===== src/rtl/instr_assembler_pkg.sv =====
// Shared definitions for the instruction assembler: format codes, FSM encodings,
// opcode constants and the format-legality check.
package instr_assembler_pkg;

  localparam logic [1:0] FMT_R   = 2'd0;
  localparam logic [1:0] FMT_I   = 2'd1;
  localparam logic [1:0] FMT_J   = 2'd2;
  localparam logic [1:0] FMT_RAW = 2'd3;

  localparam logic [1:0] ST_IDLE = 2'd0;
  localparam logic [1:0] ST_LOAD = 2'd1;
  localparam logic [1:0] ST_DONE = 2'd2;

  localparam logic [5:0] OP_SPECIAL = 6'd0;
  localparam logic [5:0] OP_J       = 6'd2;
  localparam logic [5:0] OP_JAL     = 6'd3;

  // R words must carry SPECIAL; J words must be j or jal.
  function automatic logic fmt_illegal(input logic [1:0] fmt, input logic [5:0] opcode);
    fmt_illegal = ((fmt == FMT_R) && (opcode != OP_SPECIAL)) ||
                  ((fmt == FMT_J) && (opcode != OP_J) && (opcode != OP_JAL));
  endfunction

endpackage


===== src/rtl/instr_assembler_pack.sv =====
// Combinational field packer: format code plus fields to a 32-bit MIPS word,
// using the same bit positions as the field splitter.
module instr_assembler_pack
  import instr_assembler_pkg::*;
(
  input  logic [1:0]  fmt,
  input  logic [5:0]  opcode,
  input  logic [4:0]  rs,
  input  logic [4:0]  rt,
  input  logic [4:0]  rd,
  input  logic [4:0]  shamt,
  input  logic [5:0]  funct,
  input  logic [15:0] imm16,
  input  logic [25:0] imm26,
  input  logic [31:0] raw,
  output logic [31:0] word
);

  always_comb begin
    word = raw;
    unique case (fmt)
      FMT_R:   word = {opcode, rs, rt, rd, shamt, funct};
      FMT_I:   word = {opcode, rs, rt, imm16};
      FMT_J:   word = {opcode, imm26};
      default: word = raw;
    endcase
  end

endmodule


===== src/rtl/instr_assembler.sv =====
// Streaming instruction assembler: packs field bundles and writes them to IM at
// consecutive word addresses. Optional format checking under INSTR_ASM_CHECK_EN.
module instr_assembler
  import instr_assembler_pkg::*;
#(
  parameter int unsigned ADDR_W  = 12,
  parameter logic [31:0] BASE_PC = 32'h0000_3000
) (
  input  logic              clk,
  input  logic              reset,
  input  logic              start,
  input  logic              finish,
  input  logic              in_valid,
  output logic              in_ready,
  input  logic [1:0]        fmt,
  input  logic [5:0]        opcode,
  input  logic [4:0]        rs,
  input  logic [4:0]        rt,
  input  logic [4:0]        rd,
  input  logic [4:0]        shamt,
  input  logic [5:0]        funct,
  input  logic [15:0]       imm16,
  input  logic [25:0]       imm26,
  input  logic [31:0]       raw,
  output logic              im_we,
  output logic [ADDR_W-1:0] im_addr,
  output logic [31:0]       im_wdata,
  output logic [31:0]       pc_out,
  output logic [ADDR_W:0]   count,
  output logic              full,
  output logic              done,
  output logic              err
);

  logic [1:0]        state_q, state_d;
  logic [ADDR_W:0]   count_q, count_d;
  logic              we_q;
  logic [ADDR_W-1:0] addr_q;
  logic [31:0]       wdata_q;
  logic [31:0]       packed_word;
  logic              fire;
  logic              bad;
  logic              wr;

  instr_assembler_pack u_pack (
    .fmt    (fmt),
    .opcode (opcode),
    .rs     (rs),
    .rt     (rt),
    .rd     (rd),
    .shamt  (shamt),
    .funct  (funct),
    .imm16  (imm16),
    .imm26  (imm26),
    .raw    (raw),
    .word   (packed_word)
  );

  // Capacity is a power of two, so the count MSB is exactly the full flag.
  assign full     = count_q[ADDR_W];
  assign in_ready = (state_q == ST_LOAD) && !full;
  assign fire     = in_valid && in_ready;

`ifdef INSTR_ASM_CHECK_EN
  logic err_q, err_d;

  assign bad = fmt_illegal(fmt, opcode);
  assign err = err_q;

  always_comb begin
    err_d = err_q;
    if (start)           err_d = 1'b0;
    else if (fire && bad) err_d = 1'b1;
  end

  always_ff @(posedge clk) begin
    if (reset) err_q <= 1'b0;
    else       err_q <= err_d;
  end
`else
  assign bad = 1'b0;
  assign err = 1'b0;
`endif

  assign wr = fire && !bad;

  always_comb begin
    state_d = state_q;
    count_d = count_q;
    if (wr) count_d = count_q + 1'b1;
    if (start) begin
      // Restart wins over a same-cycle transfer for the count; the word still lands.
      count_d = '0;
      state_d = ST_LOAD;
    end else if (finish && (state_q == ST_LOAD)) begin
      state_d = ST_DONE;
    end
  end

  always_ff @(posedge clk) begin
    if (reset) begin
      state_q <= ST_IDLE;
      count_q <= '0;
      we_q    <= 1'b0;
      addr_q  <= '0;
      wdata_q <= '0;
    end else begin
      state_q <= state_d;
      count_q <= count_d;
      we_q    <= wr;
      if (wr) begin
        addr_q  <= count_q[ADDR_W-1:0];
        wdata_q <= packed_word;
      end
    end
  end

  assign im_we    = we_q;
  assign im_addr  = addr_q;
  assign im_wdata = wdata_q;
  assign pc_out   = BASE_PC + 32'({addr_q, 2'b00});
  assign count    = count_q;
  assign done     = (state_q == ST_DONE) && !we_q;

endmodule

===== config.mk =====
export PLATFORM = sky130hd
export DESIGN_NAME = instr_assembler
export DESIGN_NICKNAME = d
export VERILOG_FILES = /design/src/rtl/instr_assembler_pkg.sv /design/src/rtl/instr_assembler_pack.sv /design/src/rtl/instr_assembler.sv
export SDC_FILE = /design/constraint.sdc
export NUM_CORES = 1
export LEC_CHECK = 0
export CAP_MARGIN = 20
export CELL_PAD_IN_SITES_DETAIL_PLACEMENT = 2
export CELL_PAD_IN_SITES_GLOBAL_PLACEMENT = 2
export CORE_ASPECT_RATIO = 0.9
export CORE_MARGIN = 2
export CORE_UTILIZATION = 20
export DETAILED_ROUTE_END_ITERATION = 7
export GPL_TIMING_DRIVEN = 0
export PLACE_DENSITY_LB_ADDON = 0.1
export SLEW_MARGIN = 20
export SYNTH_ARGS = -nofsm -noshare
export SYNTH_HDL_FRONTEND = slang
export SYNTH_SLANG_ARGS = --single-unit

===== constraint.sdc =====
create_clock -name clk -period 2.1 [get_ports clk]
set_input_delay 0.42 -clock clk [delete_from_list [all_inputs] [get_ports clk]]
set_output_delay 0.42 -clock clk [all_outputs]
set_load 0.01 [all_outputs]

Word-level counts from Yosys, hierarchy flattened. Index checks and enable logic that the tools add are counted.

Register bits: 60.

Eq/ne operators: 4. Multiplexer cells: 3. $add $sub $neg: 2. Reductions and logical operators: 9.

Operator list (number): $pmux W32 S3 (1); $add A14 B14 Y15 const A (1); $add A13 B1 Y13 const B (1); $eq A2 B1 Y1 const B (2); $eq A2 B2 Y1 const B (2); $logic_and A1 B1 Y1 (4); $logic_not A1 Y1 (2); $logic_not A2 Y1 (1); $mux W1 (2); $reduce_bool A2 Y1 (1); $reduce_or A2 Y1 (1).

Depth between registers and ports, before layout. Gate-level depths: netlist of the first run.

Depth in word-level cells: 4. Mapped depth: 6. Mapped depth without buffers: 4.

By module. A second synthesis of the first run with hierarchy kept.

Cell total of the unflattened synthesis: 376. Area, all modules: 3289.4 um^2.

Modules (own cells, without submodules): instr_assembler (seq. area each 1201.2 um^2, times used 1, cells each 316, area an instance 2576.2 um^2); instr_assembler_pack (seq. area each 0.0 um^2, times used 1, cells each 60, area an instance 713.2 um^2).

Worst setup path before layout of the first run. Ideal clock, no wire load.

Path kind: input to register. Start point: in fmt[0]. End point: reg wdata_q[10], in the netlist im_wdata[10]. Slack: 541 ps. Arrival: 1426 ps. Stages on the path: 5. Required time: 1968 ps. Cell sequence: buf_2 -> buf_4 -> mux4_2 -> nand2_1 -> a21oi_1.

Longest elaborated chain between the ends: 2. Elaborated cells on any way between the ends: 4.

RTL lines: start: declaration (line instr_assembler.sv:15) `input logic [1:0] fmt,`; $eq A2 B2 Y1, or another cell as far along (line instr_assembler_pack.sv:21) `unique case (fmt)`; $pmux W32 S3 * (line instr_assembler_pack.sv:21); end signal: assignment (line instr_assembler.sv:113) `wdata_q <= packed_word;`; end: declaration (line instr_assembler.sv:39) `logic [31:0] wdata_q;`.

Every way passes the cells marked *; elsewhere a longest branch is shown, timed or not. A chain may end at the register's enable or synchronous reset.

Worst setup path after layout of the first run.
Start point: reg addr_q[11], in the netlist im_addr[11]. End point: out pc_out[13].

Longest elaborated chain between the ends: 1.

RTL lines: start: declaration (line instr_assembler.sv:38) `logic [ADDR_W-1:0] addr_q;`; start signal: assignment (line instr_assembler.sv:112) `addr_q <= count_q[ADDR_W-1:0];`; $add A14 B14 Y15 (line instr_assembler.sv:121) `assign pc_out = BASE_PC + 32'({addr_q, 2'b00});`; end: declaration (line instr_assembler.sv:28) `output logic [31:0] pc_out,`.

No other way between the ends.

==> reports/qor.csv, run 1 <==
stage;metric;value;unit
run_status;outcome;complete, no violations;
die;initial_core_util;0.204;
clock_network;clockBufferDepth;2;
synth;synth_area_leaders;dfxtp_1 38%, mux4_2 11%, nand2_1 9.7%, buf_4 8.1%, a21oi_1 7.5%;
synth;synth.distinct_cells;30;
global_route;grt_usage;0.156;
cells_and_area;post_route_cells_drive_above_1_share;0.137;
drt;drtPass1Iterations;4;
sta;setup_ws;0.110;ns
setup_path;path_cells;inv_1 > ha_1 > inv_1 > clkdlybuf4s50_1;
pwr;p_total;3.48;mW
die;die_w;136;µm
pwr;clkPwrFrac;0.489;
die;core-area;15400;µm²
die;std_cell_rows;43;
synth;synth_ff_type;dfxtp_1;
setup_path;cp-end-kind;output port;
synth;syn_inst;364;
place;hpwl;10.1;mm
die;dieArea;16700;µm²
drt;first_iter_violations;92;
synth;syn_area_per_cell;8.63;µm²
cells_and_area;final_area;5650;µm²
drt;wl_per_cell;16.2;µm
synth;synth_top_area_share;0.382;
clock_network;htreeDepth;3;
min_path;hp-class;reg2reg;
clock_network;cts.sinks;60;
global_route;grt_max_degree;11;
clock_network;insertion_delay;0.34;ns
place;port_buffers;184;
cells_and_area;finalNetCount;693;
setup_path;cpPeakStageDelay;0.52;ns
pwr;power_frac_comb;0.169;
sta;rsz0062_at_grt;no;
setup_path;crit_type;reg2out;
drt;routed_via_density;4.35;
clock_network;root_buffer;clkbuf_16;
sta;fmax;503;MHz
synth;synth_most_common_cell;nand2_1;
clock_network;cts_buffers;9;
synth;synth_common_cells;81 x nand2_1, 60 x dfxtp_1, 47 x a21oi_1, 34 x buf_4, 21 x nor2_1;
die;ios;207;
drt;antenna_left;0;
global_route;met3_usage;0.0623;
sta;setup_tns;0;ns
drt;vias;3418;
drt;route.detailed.drc;0;
setup_path;critPathLaunchType;flop;
clock_network;clkTransAtPathRegs;0.05;ns
drt;routed_wl;12.7;mm
pwr;intPower;2.69;mW
global_route;grt_pass1_vias;3654;
cells_and_area;antenna_cells;0;
sta;skew;0.00909;ns
global_route;top_usage_layer;met2;
synth;synth-edff-count;0;
global_route;antenna_found_initial;0;
synth;synth.cell_area;3140;µm²
setup_path;crit_top_cell;inv_1;
sta;finalCritPeriodShare;0.947;
sta;report.final.slew_viol_count;0;
synth;yosys_warnings;0;
setup_path;arrival;1.57;ns
cells_and_area;finalNonFillerCells;785;
cells_and_area;nFillCells;1731;
job;max-cap-violations;0;
place;gp_congestion;0.725;
sta;finalHoldViolCount;0;
global_route;grt_pass1_wl;19.7;mm
synth;ys_async_sr_fraction;0;
pwr;p_sw_frac;0.227;
place;place_area;5310;µm²
sta;setup_viol;0;
setup_path;slowest_stage;clkdlybuf4s50_1;
global_route;gr-usage-met1;0.175;
cells_and_area;area_growth;79.7;%
pwr;p_switching;0.789;mW
place;dp_cells;769;
clock_network;cts_hold_repair.buffers;0;
global_route;met2_usage;0.266;
synth;synth_seq_area_share;0.382;
pwr;vdd_drop_max;0.000380;V
synth;synth-seq-cells;60;
setup_path;crit_required;1.68;ns
pwr;seqPwrFrac;0.342;
global_route;gr-total-overflow;0;
die;die_y;123;µm
clock_network;cts_tree;built;
setup_path;crit_fanout;3;
pwr;power_density;615;nW/µm²
sta;worst_slew_pin_slew;0.633;ns
synth;synth.largest_area_cell;dfxtp_1;
pwr;power.leakage;2.10;nW
sta;min_period;1.99;ns
place;dp_slack;-0.263;ns
sta;max-slew-margin-rel;0.578;
==> cell families after synthesis <==
logic type                 after synthesis  synth area share
other                                    1           0.00119
DFF                                     60             0.382
and+or+nand+nor                        135             0.189
AOI/OAI and AO/OA                       70             0.135
buffers and inverters                   65             0.123
adders and majority gates                2           0.00796
muxes                                   30             0.159
xor gates and xnor gates                 1           0.00279
==> layout make-up <==
class | instances | area [µm²] | area share
Buffer | 58 | 363 | 0.0642
Clock buffer | 11 | 233 | 0.0412
Clock inverter | 5 | 100 | 0.0177
Inverter | 7 | 26.3 | 0.00465
Multi-Input combinational cell | 258 | 1630 | 0.288
Sequential cell | 60 | 1200 | 0.213
Tap cell | 202 | 253 | 0.0447
Timing Repair Buffer | 184 | 1840 | 0.326
==> path summary, 6_finish.rpt <==
path / to / startpoint / depth (start not counted) / slack [ns]
min reg2reg: im_wdata[13] / im_wdata[13] / 2 / 0.46
max: pc_out[13] / im_addr[11] / 4 / 0.11
max reg2reg: count[8] / count[1] / 4 / 0.41
min: im_wdata[13] / im_wdata[13] / 2 / 0.46
==> routing by layer <==
layer | up-vias | routed length, µm
met4 | 0 | 244
met2 | 113 | 6300
met5 | - | 0
li1 | 1655 | -
met1 | 1635 | 4990
met3 | 15 | 1160
==> cell usage in the layout, fill, tap and decap left out, drive strengths merged, types with 4 or more instances in the layout <==
cell	count
a211o	10
a21oi	47
a311oi	6
buf	46
clkbuf	23
clkdlybuf4s50	183
conb	20
dfxtp	60
inv	7
mux2i	14
mux4	16
nand2	81
nand3	10
nand4	4
nor2	21
nor4	4
o31ai	4
or3	5
or4	4
==> metrics by stage <==
step / hold slack [ns] / util
3_3_place_gp: 0.444 / 0.345
5_1_grt: 0.477 / 0.367
4_1_cts: 0.460 / 0.367
2_1_floorplan: 0.481 / -
6_report: 0.457 / 0.367
3_5_place_dp: 0.452 / 0.345
==> state kept, by name, indices dropped and copies added (netlist names) <==
name      cells
state_q       2
count        13
im_addr      12
im_we         1
im_wdata     32
==> power by group through the flow <==
| stage | sequential (mW) | combinational (mW) | clock (mW) |
|---|---|---|---|
| detailed placement | 1.21 | 0.594 | 0 |
| CTS | 1.19 | 0.597 | 1.75 |
| floorplan | 1.23 | 0.239 | 0 |
| global route | 1.19 | 0.641 | 1.80 |
| global placement | 1.21 | 0.583 | 0 |
| finish | 1.19 | 0.587 | 1.70 |
==> what timing repair did <==
item	4_1_cts	5_1_grt
gates resized for setup	0	6
buffers inserted	0	0
setup endpoints to repair	0	11
==> critical path, delay by kind of cell, from the launching register on <==
kind / cells / cell delay (ns)
fa+ha+maj: 1 / 0.26
buf+inv: 3 / 0.62
flops: 1 / 0.35
No activity file was read; power rests on OpenSTA's default activity.
==> run 2: changes to the inputs <==
- CAP_MARGIN: 20 -> unset
==> results of run 2 <==
Final layout, timing and power as in run 1 (identical DEF).
==> run 3: changes to the inputs <==
- GPL_ROUTABILITY_DRIVEN: unset -> 0
==> results of run 3 <==
Final layout, timing and power as in run 1 (identical DEF).
